**config.mk**
```make
export PLATFORM = sky130hd
export DESIGN_NAME = pattern_scheduler
export DESIGN_NICKNAME = d
export VERILOG_FILES = /design/src/rtl/pattern_pkg.sv /design/src/rtl/pattern_color_mux.sv /design/src/rtl/pattern_scheduler.sv
export SDC_FILE = /design/constraint.sdc
export NUM_CORES = 1
export LEC_CHECK = 0
export ABC_AREA = 1
export CAP_MARGIN = 20
export CORE_UTILIZATION = 41
export CTS_BUF_LIST = sky130_fd_sc_hd__clkbuf_4
export CTS_CLUSTER_SIZE = 16
export DETAILED_ROUTE_END_ITERATION = 6
export GPL_TIMING_DRIVEN = 0
export MAX_ROUTING_LAYER = met4
export PLACE_DENSITY = 0.85
export SKIP_LAST_GASP = 1
export SYNTH_ARGS = -nofsm -noshare
export SYNTH_HDL_FRONTEND = slang
export SYNTH_SLANG_ARGS = --single-unit
```
**constraint.sdc**
```tcl
create_clock -name clk_in -period 2 [get_ports clk_in]
set_input_delay 0.4 -clock clk_in [delete_from_list [all_inputs] [get_ports clk_in]]
set_output_delay 0.4 -clock clk_in [all_outputs]
set_load 0.1 [all_outputs]
```
**src/rtl/pattern_pkg.sv**
```systemverilog
// rtl/pattern_pkg.sv - shared types and helpers for the pattern scheduler
//  sched_state_t : scheduler FSM states (RUN shows a pattern, BLANK emits black frames)
//  grb_t         : one LED colour at the default 8-bit channel width, green in the MSBs
//  next_slot()   : round-robin successor of a slot index
package pattern_pkg;

    typedef enum logic [0:0] {
        RUN   = 1'b0,
        BLANK = 1'b1
    } sched_state_t;

    // Raw state constants, kept for blocks that hold the state in a plain logic vector.
    localparam logic [0:0] ST_RUN   = RUN;
    localparam logic [0:0] ST_BLANK = BLANK;

    localparam int DEFAULT_CW = 8;

    typedef struct packed {
        logic [DEFAULT_CW-1:0] green;
        logic [DEFAULT_CW-1:0] red;
        logic [DEFAULT_CW-1:0] blue;
    } grb_t;

    function automatic int unsigned next_slot(input int unsigned cur, input int unsigned num);
        return (cur + 1 >= num) ? 0 : cur + 1;
    endfunction

endpackage

```
**src/rtl/pattern_color_mux.sv**
```systemverilog
// rtl/pattern_color_mux.sv - registered NUM_PATTERNS:1 colour mux with blank forcing and tag pipeline
//  clk_in, rst_n_in          clock, asynchronous active-low reset
//  req_valid/req_blank/req_slot  tag launched with each strand request
//  src_grb_in                per-slot {green,red,blue}, slot 0 in the LSBs
//  green_out/red_out/blue_out, color_ready  registered colour two cycles after the request
module pattern_color_mux
    import pattern_pkg::*;
#(
    parameter int NUM_PATTERNS = 4,
    parameter int COLOR_WIDTH  = 8,
    parameter int PAT_W        = 2
) (
    input  logic                                  clk_in,
    input  logic                                  rst_n_in,
    input  logic                                  req_valid,
    input  logic                                  req_blank,
    input  logic [PAT_W-1:0]                      req_slot,
    input  logic [NUM_PATTERNS*3*COLOR_WIDTH-1:0] src_grb_in,
    output logic [COLOR_WIDTH-1:0]                green_out,
    output logic [COLOR_WIDTH-1:0]                red_out,
    output logic [COLOR_WIDTH-1:0]                blue_out,
    output logic                                  color_ready
);

    localparam int GRB_W = 3 * COLOR_WIDTH;

    // First tag stage: lines up with the cycle in which the sources present their registered colour.
    logic             tag_valid;
    logic             tag_blank;
    logic [PAT_W-1:0] tag_slot;
    logic [GRB_W-1:0] sel_grb;

    always_comb begin
        sel_grb = '0;
        for (int i = 0; i < NUM_PATTERNS; i++) begin
            if (tag_slot == PAT_W'(i)) begin
                sel_grb = src_grb_in[i*GRB_W +: GRB_W];
            end
        end
    end

    always_ff @(posedge clk_in or negedge rst_n_in) begin
        if (!rst_n_in) begin
            tag_valid   <= 1'b0;
            tag_blank   <= 1'b0;
            tag_slot    <= '0;
            color_ready <= 1'b0;
            green_out   <= '0;
            red_out     <= '0;
            blue_out    <= '0;
        end else begin
            tag_valid   <= req_valid;
            tag_blank   <= req_blank;
            tag_slot    <= req_slot;
            color_ready <= tag_valid;
            if (tag_valid && !tag_blank) begin
                {green_out, red_out, blue_out} <= sel_grb;
            end else begin
                {green_out, red_out, blue_out} <= '0;
            end
        end
    end

endmodule

```
**src/rtl/pattern_scheduler.sv**
```systemverilog
// rtl/pattern_scheduler.sv - shares one LED strand driver between NUM_PATTERNS pattern generators
//  clk_in, rst_n_in                      clock, asynchronous active-low reset
//  next_led_request, request_valid       strand driver request
//  auto_advance_in                       rotate every FRAMES_PER_PATTERN frames
//  sel_valid_in, sel_pattern_in          manual slot select strobe
//  src_led_request_out, src_request_valid_out  request fan-out, one-hot to the active slot
//  src_grb_in, src_color_ready_in        per-slot colour return
//  green_out/red_out/blue_out, color_ready  colour to strand driver, two cycles after request
//  active_pattern_out, frame_done_out    slot shown, one pulse per completed frame
module pattern_scheduler
    import pattern_pkg::*;
#(
    parameter  int NUM_PATTERNS       = 4,
    parameter  int NUM_LEDS           = 20,
    parameter  int FRAMES_PER_PATTERN = 500,
    parameter  int BLANK_FRAMES       = 2,
    parameter  int COLOR_WIDTH        = 8,
    localparam int LED_W              = $clog2(NUM_LEDS),
    localparam int PAT_W              = $clog2(NUM_PATTERNS)
) (
    input  logic                                  clk_in,
    input  logic                                  rst_n_in,
    input  logic [LED_W-1:0]                      next_led_request,
    input  logic                                  request_valid,
    input  logic                                  auto_advance_in,
    input  logic                                  sel_valid_in,
    input  logic [PAT_W-1:0]                      sel_pattern_in,
    output logic [LED_W-1:0]                      src_led_request_out,
    output logic [NUM_PATTERNS-1:0]               src_request_valid_out,
    input  logic [NUM_PATTERNS*3*COLOR_WIDTH-1:0] src_grb_in,
    input  logic [NUM_PATTERNS-1:0]               src_color_ready_in,
    output logic [COLOR_WIDTH-1:0]                green_out,
    output logic [COLOR_WIDTH-1:0]                red_out,
    output logic [COLOR_WIDTH-1:0]                blue_out,
    output logic                                  color_ready,
    output logic [PAT_W-1:0]                      active_pattern_out,
    output logic                                  frame_done_out
);

    localparam int FCW = $clog2(FRAMES_PER_PATTERN) + 1;
    localparam int BW  = (BLANK_FRAMES > 1) ? $clog2(BLANK_FRAMES) : 1;
    localparam logic [FCW-1:0] FRAME_LAST = FCW'(FRAMES_PER_PATTERN - 1);
    localparam logic [BW-1:0]  BLANK_LAST = BW'((BLANK_FRAMES > 0) ? BLANK_FRAMES - 1 : 0);

    logic [0:0]       state;
    logic [PAT_W-1:0] active;
    logic [FCW-1:0]   frame_cnt;
    logic [BW-1:0]    blank_cnt;
    logic             pend_valid;
    logic [PAT_W-1:0] pend_slot;

    logic             frame_end;
    logic             sel_ok;
    logic             eff_pend;
    logic [PAT_W-1:0] eff_slot;
    logic [PAT_W-1:0] auto_slot;
    logic [PAT_W-1:0] target_slot;
    logic             unused_src_ready;

    // Colour qualifiers from the sources are not needed: the tag pipeline already knows when data is due.
    assign unused_src_ready = ^src_color_ready_in;

    assign frame_end = request_valid && (next_led_request == LED_W'(NUM_LEDS - 1));
    assign sel_ok    = sel_valid_in && ({{(32-PAT_W){1'b0}}, sel_pattern_in} < 32'(NUM_PATTERNS));

    // A strobe landing in the frame-end cycle counts for that boundary, so fold it in combinationally.
    assign eff_pend    = sel_ok || pend_valid;
    assign eff_slot    = sel_ok ? sel_pattern_in : pend_slot;
    assign auto_slot   = PAT_W'(next_slot(32'(active), NUM_PATTERNS));
    assign target_slot = eff_pend ? eff_slot : auto_slot;

    assign active_pattern_out  = active;
    assign src_led_request_out = rst_n_in ? next_led_request : '0;

    always_comb begin
        src_request_valid_out = '0;
        if (rst_n_in && request_valid && (state == ST_RUN)) begin
            for (int i = 0; i < NUM_PATTERNS; i++) begin
                if (active == PAT_W'(i)) begin
                    src_request_valid_out[i] = 1'b1;
                end
            end
        end
    end

    always_ff @(posedge clk_in or negedge rst_n_in) begin
        if (!rst_n_in) begin
            state          <= ST_RUN;
            active         <= '0;
            frame_cnt      <= '0;
            blank_cnt      <= '0;
            pend_valid     <= 1'b0;
            pend_slot      <= '0;
            frame_done_out <= 1'b0;
        end else begin
            frame_done_out <= frame_end;
            if (frame_end) begin
                pend_valid <= 1'b0;
                if (state == ST_RUN) begin
                    if (eff_pend || (auto_advance_in && (frame_cnt == FRAME_LAST))) begin
                        frame_cnt <= '0;
                        // Reselecting the slot already shown only restarts its frame count.
                        if (!(eff_pend && (eff_slot == active))) begin
                            active <= target_slot;
                            if (BLANK_FRAMES > 0) begin
                                state     <= ST_BLANK;
                                blank_cnt <= '0;
                            end
                        end
                    end else if (frame_cnt != FRAME_LAST) begin
                        frame_cnt <= frame_cnt + FCW'(1);
                    end
                end else begin
                    // A select arriving while blanking just retargets the upcoming slot.
                    if (eff_pend) begin
                        active <= eff_slot;
                    end
                    if (blank_cnt == BLANK_LAST) begin
                        state     <= ST_RUN;
                        blank_cnt <= '0;
                    end else begin
                        blank_cnt <= blank_cnt + BW'(1);
                    end
                end
            end else if (sel_ok) begin
                pend_valid <= 1'b1;
                pend_slot  <= sel_pattern_in;
            end
        end
    end

    pattern_color_mux #(
        .NUM_PATTERNS (NUM_PATTERNS),
        .COLOR_WIDTH  (COLOR_WIDTH),
        .PAT_W        (PAT_W)
    ) u_color_mux (
        .clk_in      (clk_in),
        .rst_n_in    (rst_n_in),
        .req_valid   (request_valid),
        .req_blank   (state == ST_BLANK),
        .req_slot    (active),
        .src_grb_in  (src_grb_in),
        .green_out   (green_out),
        .red_out     (red_out),
        .blue_out    (blue_out),
        .color_ready (color_ready)
    );

endmodule

```
# == Yosys cells after proc, flatten, opt, wreduce, memory -nomap -nowiden ==
# Index checks and enable logic that the tools add are counted.
# word_totals
inputBits,112
output_inout_bits,37
elab_cells,80
ff_bits,47
# classes
magnitude_cmp,1
addsub,3
eq_ne,12
mux,32
n_bitwise,1
reduce_logical,17
# op_table
op,count
24-bit two-way mux,4
8-bit two-way mux,3
10-bit two-way mux,2
1-bit two-way mux,14
2-bit two-way mux,7
"10-bit by 1-bit adder with 10-bit output, second input constant",1
"10-bit by 9-bit == test with 1-bit output, second input constant",1
"10-bit by 9-bit != test with 1-bit output, second input constant",1
"2-bit == test, second input constant",4
1-bit logical AND,6
3-bit AND reduction,2
2-bit nonzero test,3
"5-bit == test, second input constant",1
5-bit two-way mux,1
"2-bit by 1-bit == test with 1-bit output, second input constant",2
2-bit logical NOT,2
4-bit two-way mux,1
4-bit AND reduction,1
"2-bit by 1-bit adder with 3-bit output, second input constant",1
"3-bit >= comparator, second input constant",1
2-bit == test,1
1-bit logical OR,2
"2-bit by 1-bit != test with 1-bit output, second input constant",1
"2-bit != test, second input constant",1
3 further kinds,3

# == Logic depth before layout (Yosys ltp) ==
# Gate-level depths: netlist of run 1.
# depth
ltp_word,7
ltp_mapped,10
ltp_nobuf,10

# == Modules after synthesis ==
# From an unflattened synthesis of run 1, not the netlist that was laid out.
# unflattened
hier_cells,421
hier_area_um2,3037.9
# by_module_without_submodules
module,instances,area_per_inst_um2,seq_area_each_um2,cells_per_inst
pattern_color_mux,1,1742.9,725.7,243
pattern_scheduler,1,1295.0,450.4,178

# == Worst setup path before layout of run 1 ==
# OpenSTA, ideal clock, no wires.
# synth_path
kind,register to output
from,register active[0] (netlist: active_pattern_out[0])
to,output port src_request_valid_out[3]
arrival_time_ns,2.577
n_path_buf,0
slack_ns,-0.977
t_required_ns,1.600
path_stages_with_launch,4
cell_sequence,dfrtp_1 ha_1 inv_1 nor2_1
# synth_between
elab_chain_len,3
# synth_rtl
element,line,text
from (decl),pattern_scheduler.sv:46,logic [PAT_W-1:0] active;
from (signal assigned),pattern_scheduler.sv:104,active <= target_slot;
from (signal assigned),pattern_scheduler.sv:116,active <= eff_slot;
2-bit == test,pattern_scheduler.sv:79,if (active == PAT_W'(i)) begin
1-bit two-way mux,pattern_scheduler.sv:79,
4-bit two-way mux,pattern_scheduler.sv:77,if (rst_n_in && request_valid && (state == ST_RUN)) begin
to (decl),pattern_scheduler.sv:29,"output logic [NUM_PATTERNS-1:0] src_request_valid_out,"
# No other way between the ends.

# == Worst setup path in the final report of run 1 ==
# layout_path
from,register u_color_mux.color_ready
to,output port color_ready
# layout_lines
element,line,text
from (decl),pattern_color_mux.sv:22,output logic color_ready
from (signal assigned),pattern_color_mux.sv:55,color_ready <= tag_valid;
to (decl),pattern_scheduler.sv:35,"output logic color_ready,"
# No word-level cell between the ends.

==> Implementation_results.wiki, run 1 <==
{| class="wikitable"
! Metric !! Value
|-
| Final-layout fill cell count || roughly 500
|-
| Post-Route Setup TNS || 0 ns
|-
| Number of distinct library cell variants in the gate-level netlist after synthesis || 32
|-
| Crit. End Element || primary output
|-
| Clk Latency, worst-skew pair || about 0.38 ns
|-
| Total grt overflow || 0
|-
| Number of routed nets with antenna violations || 0
|-
| Ordered cell list for the critical path || clkdlybuf4s15_1
|-
| Post-Route Skew || around 0.014 ns
|-
| Iteration-0 DRC count of the detailed router || 190
|-
| # IOs || 149
|-
| Signed area change from the synthesized netlist to the final layout || 59.2%
|-
| Headroom to the max-slew limit || 0.357
|-
| Final count of negative-setup-slack endpoints || 0
|-
| Commonest non-fill, non-tap cell in the layout || sky130_fd_sc_hd__clkdlybuf4s50_1
|-
| Total track usage || 0.266
|-
| Most frequent cells in the layout || sky130_fd_sc_hd__clkdlybuf4s50_1 (106), sky130_fd_sc_hd__nand2_1 (87), sky130_fd_sc_hd__dfrtp_1 (44), sky130_fd_sc_hd__inv_1 (42), sky130_fd_sc_hd__nand3_1 (37)
|-
| Endpoints failing hold || 0
|-
| Setup Crit Path Kind || reg -> out
|-
| Area of the core region || between 6000 and 7000 µm²
|-
| Horizontal die dimension || 84.2 µm
|-
| Top delay family on crit path || buffers and inverters
|-
| Maximum number of pins on one net before global-route repair || 35
|-
| Via count of the routed design || between 3000 and 4000
|-
| Area of all sequential standard cells || 1180 µm²
|-
| Worst-path maximum fanout || 1
|-
| Multi-input gate area in the final layout || between 1000 and 1500 µm²
|-
| Clock sink count || 47
|-
| Number of antenna violations at the first check in global routing || 0
|-
| Net count of the mapped netlist || roughly 470
|-
| Path type of the worst min-delay path || in -> async
|-
| Netlist area before placement || 2770 µm²
|-
| Final std cell area, no fill || about 4400 µm²
|-
| Port buffer count || 144
|-
| Clock tree from TritonCTS || built
|-
| Global-route wire length before repair || 14300 µm
|-
| Layout net count || 631
|-
| Failing checks || design-rule violations
|-
| Final cell count without fillers || 592
|-
| Routed vias/inst || around 5.2
|-
| Arr. time, crit path || 1.55 ns
|-
| Fraction of final layout cells with drive strength greater than 1 || 0.171
|-
| Detailed-route DRC error count || 30
|-
| Share of the clock period used by the worst path after layout || 0.975
|-
| Worst setup slack before clock tree synthesis || -1.09 ns
|-
| P_leak || 2.18 nW
|-
| Number of global-route vias before repair || between 3000 and 4000
|-
| Power density relative to cell area || approximately 750 nW/µm²
|-
| Largest stage delay on the critical path || 0.82 ns
|-
| Total CTS buffers || 5
|-
| Dpl hpwl || 6850 µm
|-
| Max-capacitance violation count || 0
|-
| Status || complete, but fails checks
|-
| Root Buffer Master || sky130_fd_sc_hd__clkbuf_4
|-
| WL final || 9000 µm
|-
| Crit path buffers/inverters || 1
|-
| Post-synthesis sequential element count || 47
|-
| Achievable clock frequency || between 500 and 600 MHz
|-
| Post-route total power || 3.33 mW
|-
| Required arrival time at the worst endpoint || 1.60 ns
|-
| Final weighted congestion of routability-driven global placement || 0.802
|-
| Router iterations before antenna repair || 6
|-
| Library cell contributing the largest single delay on the critical path || sky130_fd_sc_hd__clkdlybuf4s15_1
|-
| Clock Path Buffers || 2
|-
| Gate count after technology mapping || 357
|-
| Diode count || 0
|-
| Yosys warns || 0
|-
| Worst supply voltage drop on vdd || 358 µV
|-
| Reg clk slew, reported paths || 0.16 ns
|-
| Syn avg cell area || 7.76 µm²
|-
| Startpoint type of the worst setup path || register
|-
| Number of pins exceeding their max-slew limit in the final report || 0
|-
| Worst Tran Pin Value || between 0.9 and 1 ns
|-
| Worst Setup Slack, final || 0.0490 ns
|-
| Die Outline Area || a little over 7000 µm²
|-
| Placed Cells || 579
|-
| Instance area at placement || 4350 µm²
|-
| Height of the chip || 84.2 µm
|-
| Initial standard-cell utilization of the core || 0.431
|-
| Crit path time final || 1.95 ns
|-
| Sequential fraction of the synthesis area || 0.425
|-
| DR WL/cell || 15.2 µm
|-
| Number of standard-cell rows in the floorplan || 29
|-
| Maximum level of the CTS H-tree || 2
|}
## tightest hold or removal path, cell delays in order
cell	delay, ns
sky130_fd_sc_hd__buf_4	0.10
sky130_fd_sc_hd__buf_12	0.12
sky130_fd_sc_hd__buf_12	0.21
## stage by stage
| stage | hold WS (ns) | utilization |
|---|---|---|
| floorplan | 0.104 | - |
| global placement | 0.359 | 0.676 |
| detailed placement | 0.328 | 0.678 |
| CTS | 0.0689 | 0.691 |
| global route | 0.0643 | 0.687 |
| finish | 0.0749 | 0.687 |
## synth_stat cells
cell,count,area share
sky130_fd_sc_hd__o21bai_1,1,0.0027
sky130_fd_sc_hd__a31oi_1,2,0.0045
sky130_fd_sc_hd__ha_1,5,0.023
sky130_fd_sc_hd__buf_4,2,0.0054
sky130_fd_sc_hd__nor2_8,2,0.014
sky130_fd_sc_hd__o221ai_1,10,0.032
sky130_fd_sc_hd__nand2_2,2,0.0045
sky130_fd_sc_hd__nor3_1,1,0.0018
sky130_fd_sc_hd__inv_2,4,0.0054
sky130_fd_sc_hd__nand3_4,1,0.0063
sky130_fd_sc_hd__nor3_2,1,0.0036
sky130_fd_sc_hd__nor2_1,33,0.045
sky130_fd_sc_hd__clkinv_1,3,0.0041
sky130_fd_sc_hd__a21oi_1,11,0.020
sky130_fd_sc_hd__o21ai_1,7,0.013
sky130_fd_sc_hd__nand3_1,38,0.069
sky130_fd_sc_hd__xnor2_1,2,0.0063
sky130_fd_sc_hd__nand2_4,2,0.0081
sky130_fd_sc_hd__nand2_1,87,0.12
sky130_fd_sc_hd__nand3b_4,1,0.0072
sky130_fd_sc_hd__xor2_1,3,0.0095
sky130_fd_sc_hd__o21ai_0,12,0.022
sky130_fd_sc_hd__dfrtp_1,47,0.42
sky130_fd_sc_hd__nor2_4,3,0.012
sky130_fd_sc_hd__nor2_2,4,0.0090
sky130_fd_sc_hd__clkbuf_1,4,0.0054
sky130_fd_sc_hd__nand4_1,2,0.0045
sky130_fd_sc_hd__nand3_2,2,0.0072
sky130_fd_sc_hd__nand4_2,1,0.0045
sky130_fd_sc_hd__o211ai_1,14,0.038
sky130_fd_sc_hd__inv_1,44,0.060
sky130_fd_sc_hd__buf_2,6,0.011
## cell families after synthesis
group | synth area share
AO/OA/AOI/OAI | 0.131
XOR/XNOR | 0.0158
adder cells (fa/ha/maj) | 0.0226
buffers and inverters | 0.0908
flip-flops | 0.425
AND/OR/NAND/NOR | 0.315
## final cells by class
type	instances	share of cell area
Buffer	12	0.0136
Tap cell	77	0.0219
Inverter	51	0.0434
Clock buffer	5	0.00851
Multi-Input combinational cell	247	0.314
Clock inverter	3	0.00454
Timing Repair Buffer	150	0.327
Sequential cell	47	0.268
## registers in the layout (all words and copies together) (netlist names)
register and cells:
active_pattern_out 2, blank_cnt 1, frame_cnt 10, frame_done_out 1
pend_slot 2, pend_valid 1, state 1, u_color_mux.blue_out 8
u_color_mux.color_ready 1, u_color_mux.green_out 8, u_color_mux.red_out 8, u_color_mux.tag_blank 1
u_color_mux.tag_slot 2, u_color_mux.tag_valid 1
## repair_timing
item,CTS,global route
endpoints found under the setup margin,37,29
hold buffers,2,0
buffers inserted,0,3
gates resized for setup,87,47
pin swaps,0,0
endpoints found under the hold margin,13,0
## per-layer routing
layer	wire length, µm	GRT usage	vias up	share of wire
met5	0	-	-	0
met4	191	0.0737	0	0.021
met3	685	0.0551	23	0.076
met2	4700	0.474	118	0.52
met1	3430	0.303	1462	0.38
li1	-	-	1486	-
## path summary, 6_finish.rpt
check	slack (ns)	start	to	cells after the start
max	0.05	u_color_mux.color_ready$_DFF_PN0_	color_ready	1
min	0.07	rst_n_in	frame_cnt[7]$_DFFE_PN0P_	3
max reg2reg	0.45	frame_cnt[0]$_DFFE_PN0P_	active_pattern_out[0]$_DFFE_PN0P_	8
min reg2reg	0.40	u_color_mux.tag_valid$_DFF_PN0_	u_color_mux.color_ready$_DFF_PN0_	0
max in group asynchronous	1.02	rst_n_in	frame_cnt[5]$_DFFE_PN0P_	2
min in group clk_in	0.40	u_color_mux.tag_valid$_DFF_PN0_	u_color_mux.color_ready$_DFF_PN0_	0
## report_power, final
group          leakage, nW  total (mW)  internal [mW]  switching, mW
Clock               0.0272       0.472          0.135          0.337
Sequential           0.617        1.13           1.06         0.0648
Combinational         1.53        1.73          0.513           1.21
Total                 2.18        3.33           1.71           1.62
Note: power is estimated with default switching activity, not from simulation.
==> run 2, diff against run 1 <==
--- a/config.mk
+++ b/config.mk
@@ -11,6 +11,7 @@
 export CTS_BUF_LIST = sky130_fd_sc_hd__clkbuf_4
 export CTS_CLUSTER_SIZE = 16
 export DETAILED_ROUTE_END_ITERATION = 6
+export GPL_ROUTABILITY_DRIVEN = 0
 export GPL_TIMING_DRIVEN = 0
 export MAX_ROUTING_LAYER = met4
 export PLACE_DENSITY = 0.85
==> results of run 2 <==
The final DEF is identical to that of run 1; final timing and power are the same.
==> run 3, diff against run 2 <==
--- a/config.mk
+++ b/config.mk
@@ -15,7 +15,7 @@
 export GPL_TIMING_DRIVEN = 0
 export MAX_ROUTING_LAYER = met4
 export PLACE_DENSITY = 0.85
-export SKIP_LAST_GASP = 1
+export RECOVER_POWER = 25
 export SYNTH_ARGS = -nofsm -noshare
 export SYNTH_HDL_FRONTEND = slang
 export SYNTH_SLANG_ARGS = --single-unit
==> run 3 against run 2 <==
The flow still finishes with violations (design-rule violations). Global-route usage stayed put. Hold slack better by 0.086 ns. Die area stayed put. Register-to-register slack hardly changed. First-iteration DRC count stayed put. Utilization is 0.058 points lower. Routed wire length hardly changed. Design area hardly changed. Highest routed layer unchanged.
==> Implementation_results.wiki, run 3 (synthesis results as in run 1) <==
{| class="wikitable"
! Metric !! Value
|-
| Worst Tran Pin Value || roughly 0.97 ns
|-
| Root Buffer Master || sky130_fd_sc_hd__clkbuf_4
|-
| Port buffer count || 144
|-
| Met1 Resource Use GR || 0.303
|-
| Share of the clock period used by the worst path after layout || 0.975
|-
| Diode count || 0
|-
| Status || complete, but fails checks
|-
| Maximum number of pins on one net before global-route repair || 35
|-
| Ordered cell list for the critical path || clkdlybuf4s15_1
|-
| Number of cell instances on the worst register-to-register path || 8
|-
| Final std cell area, no fill || 4410 µm²
|-
| Clk Latency, worst-skew pair || around 0.38 ns
|-
| Number of pins exceeding their max-slew limit in the final report || 0
|-
| Instance area at placement || 4350 µm²
|-
| Crit path time final || 1.95 ns
|-
| Area of the core region || around 6400 µm²
|-
| Fraction of final layout cells with drive strength greater than 1 || 0.169
|-
| Max-capacitance violation count || 0
|-
| Global-route wire length before repair || 14300 µm
|-
| Horizontal die dimension || 84.2 µm
|-
| # IOs || 149
|-
| Via count of the routed design || ~3000
|-
| Router iterations before antenna repair || 6
|-
| Power density relative to cell area || 755 nW/µm²
|-
| Clock Path Buffers || 2
|-
| Number of routed nets with antenna violations || 0
|-
| Total grt overflow || 0
|-
| Failing checks || design-rule violations
|-
| Required arrival time at the worst endpoint || 1.60 ns
|-
| Critical R2R Launch || frame_cnt[0]$_DFFE_PN0P_
|-
| Arr. time, crit path || 1.55 ns
|-
| Routed vias/inst || 5.22
|-
| Detailed-route DRC error count || 30
|-
| Critical Path Stages || 1
|-
| Grt peak-use layer || met2
|-
| Signed area change from the synthesized netlist to the final layout || 59.1%
|-
| Post-route total power || 3.33 mW
|-
| Setup Crit Path Kind || reg -> out
|-
| P_leak || roughly 2.2 nW
|-
| Reg clk slew, reported paths || 0.16 ns
|-
| Worst reg2reg endpoint || active_pattern_out[0]$_DFFE_PN0P_
|-
| Height of the chip || about 84 µm
|-
| Number of standard-cell rows in the floorplan || 29
|-
| Total track usage || 0.266
|-
| Headroom to the max-slew limit || 0.357
|-
| Die Outline Area || 7090 µm²
|-
| Worst hold slack || 0.161 ns
|-
| Layout net count || 631
|-
| Endpoints failing hold || 0
|-
| Worst supply voltage drop on vdd || 358 µV
|-
| Initial standard-cell utilization of the core || 0.431
|-
| Number of global-route vias before repair || 3002
|-
| Flip-flop count of the largest register, all copies and words added || 10
|-
| WL final || about 9000 µm
|-
| Final count of negative-setup-slack endpoints || 0
|-
| Post-Route Skew || 0.0143 ns
|-
| Post-Route Setup TNS || 0 ns
|-
| DR WL/cell || 15.2 µm
|-
| Final-layout fill cell count || ~500
|-
| Iteration-0 DRC count of the detailed router || 190
|-
| Most flop-heavy register || frame_cnt
|-
| Achievable clock frequency || 513 MHz
|-
| Dpl hpwl || 6850 µm
|-
| Met2 demand-to-capacity share in global routing || 0.474
|-
| Largest stage delay on the critical path || slightly above 0.8 ns
|-
| Most frequent cells in the layout || sky130_fd_sc_hd__clkdlybuf4s50_1 (106), sky130_fd_sc_hd__nand2_1 (87), sky130_fd_sc_hd__dfrtp_1 (44), sky130_fd_sc_hd__inv_1 (42), sky130_fd_sc_hd__nand3_1 (37)
|-
| Crit path buffers/inverters || 1
|-
| Maximum level of the CTS H-tree || 2
|-
| Worst-path maximum fanout || 1
|-
| Library cell contributing the largest single delay on the critical path || sky130_fd_sc_hd__clkdlybuf4s15_1
|-
| Met3 track utilization from global routing || 0.0551
|-
| Clock tree from TritonCTS || built
|-
| Clock sink count || 47
|-
| Number of antenna violations at the first check in global routing || 0
|-
| Top delay family on crit path || buffers and inverters
|-
| Startpoint type of the worst setup path || register
|-
| Worst reg2reg setup slack || 0.45 ns
|-
| Commonest non-fill, non-tap cell in the layout || sky130_fd_sc_hd__clkdlybuf4s50_1
|-
| Path type of the worst min-delay path || in -> async
|-
| Crit. End Element || primary output
|-
| Total CTS buffers || 5
|}
## run 3: worst max-delay path by stage
stage / from / to / slack [ns]
4_1_cts: u_color_mux.blue_out[4]$_DFF_PN0_ / blue_out[4] / 0.002
3_3_place_gp: rst_n_in / src_request_valid_out[0] / -3.03
3_5_place_dp: rst_n_in / src_request_valid_out[3] / -1.09
5_1_grt: next_led_request[4] / src_led_request_out[4] / -0.003
2_1_floorplan: active_pattern_out[0]$_DFFE_PN0P_ / src_request_valid_out[3] / 0.1
6_report: u_color_mux.color_ready$_DFF_PN0_ / color_ready / 0.05
## run 3: through the flow
step / std cells / util / setup WS, ns
after global routing: 592 / 0.686 / -0.00304
after CTS: 589 / 0.692 / 0.00188
after detailed placement: 579 / 0.678 / -1.09
after global placement: 578 / 0.676 / -3.03
after floorplan: 357 / - / 0.0977
final: 592 / 0.686 / 0.0490
## run 3: worst min-delay path: stages
cell                       delay (ns)
sky130_fd_sc_hd__clkbuf_1        0.15
sky130_fd_sc_hd__buf_12          0.15
sky130_fd_sc_hd__buf_12          0.21
## run 3: layer usage
metal	share of wire	wire, µm
met1	0.38	3430
met5	0	0
met4	0.021	191
met3	0.076	685
met2	0.52	4700
## run 3: area by class of cell
class / instances / area (µm²) / share of cell area
Buffer: 12 / 60.1 / 0.0136
Sequential cell: 47 / 1180 / 0.268
Timing Repair Buffer: 150 / 1440 / 0.326
Inverter: 51 / 191 / 0.0435
Clock inverter: 3 / 20.0 / 0.00454
Tap cell: 77 / 96.3 / 0.0219
Clock buffer: 5 / 37.5 / 0.00852
Multi-Input combinational cell: 247 / 1380 / 0.314
## run 3: repair_timing
item,4_1_cts,5_1_grt
gates cloned,0,0
hold buffers,2,0
resized for setup,88,46
pin swaps,0,0
endpoints found under the hold margin,13,0
setup buffers,0,3
setup endpoints to repair,37,29
## run 3: power breakdown
group | switching [mW] | total, mW | internal, mW
sequential | 0.0648 | 1.13 | 1.06
clock | 0.337 | 0.472 | 0.135
combinational | 1.21 | 1.73 | 0.512
total | 1.62 | 3.33 | 1.71
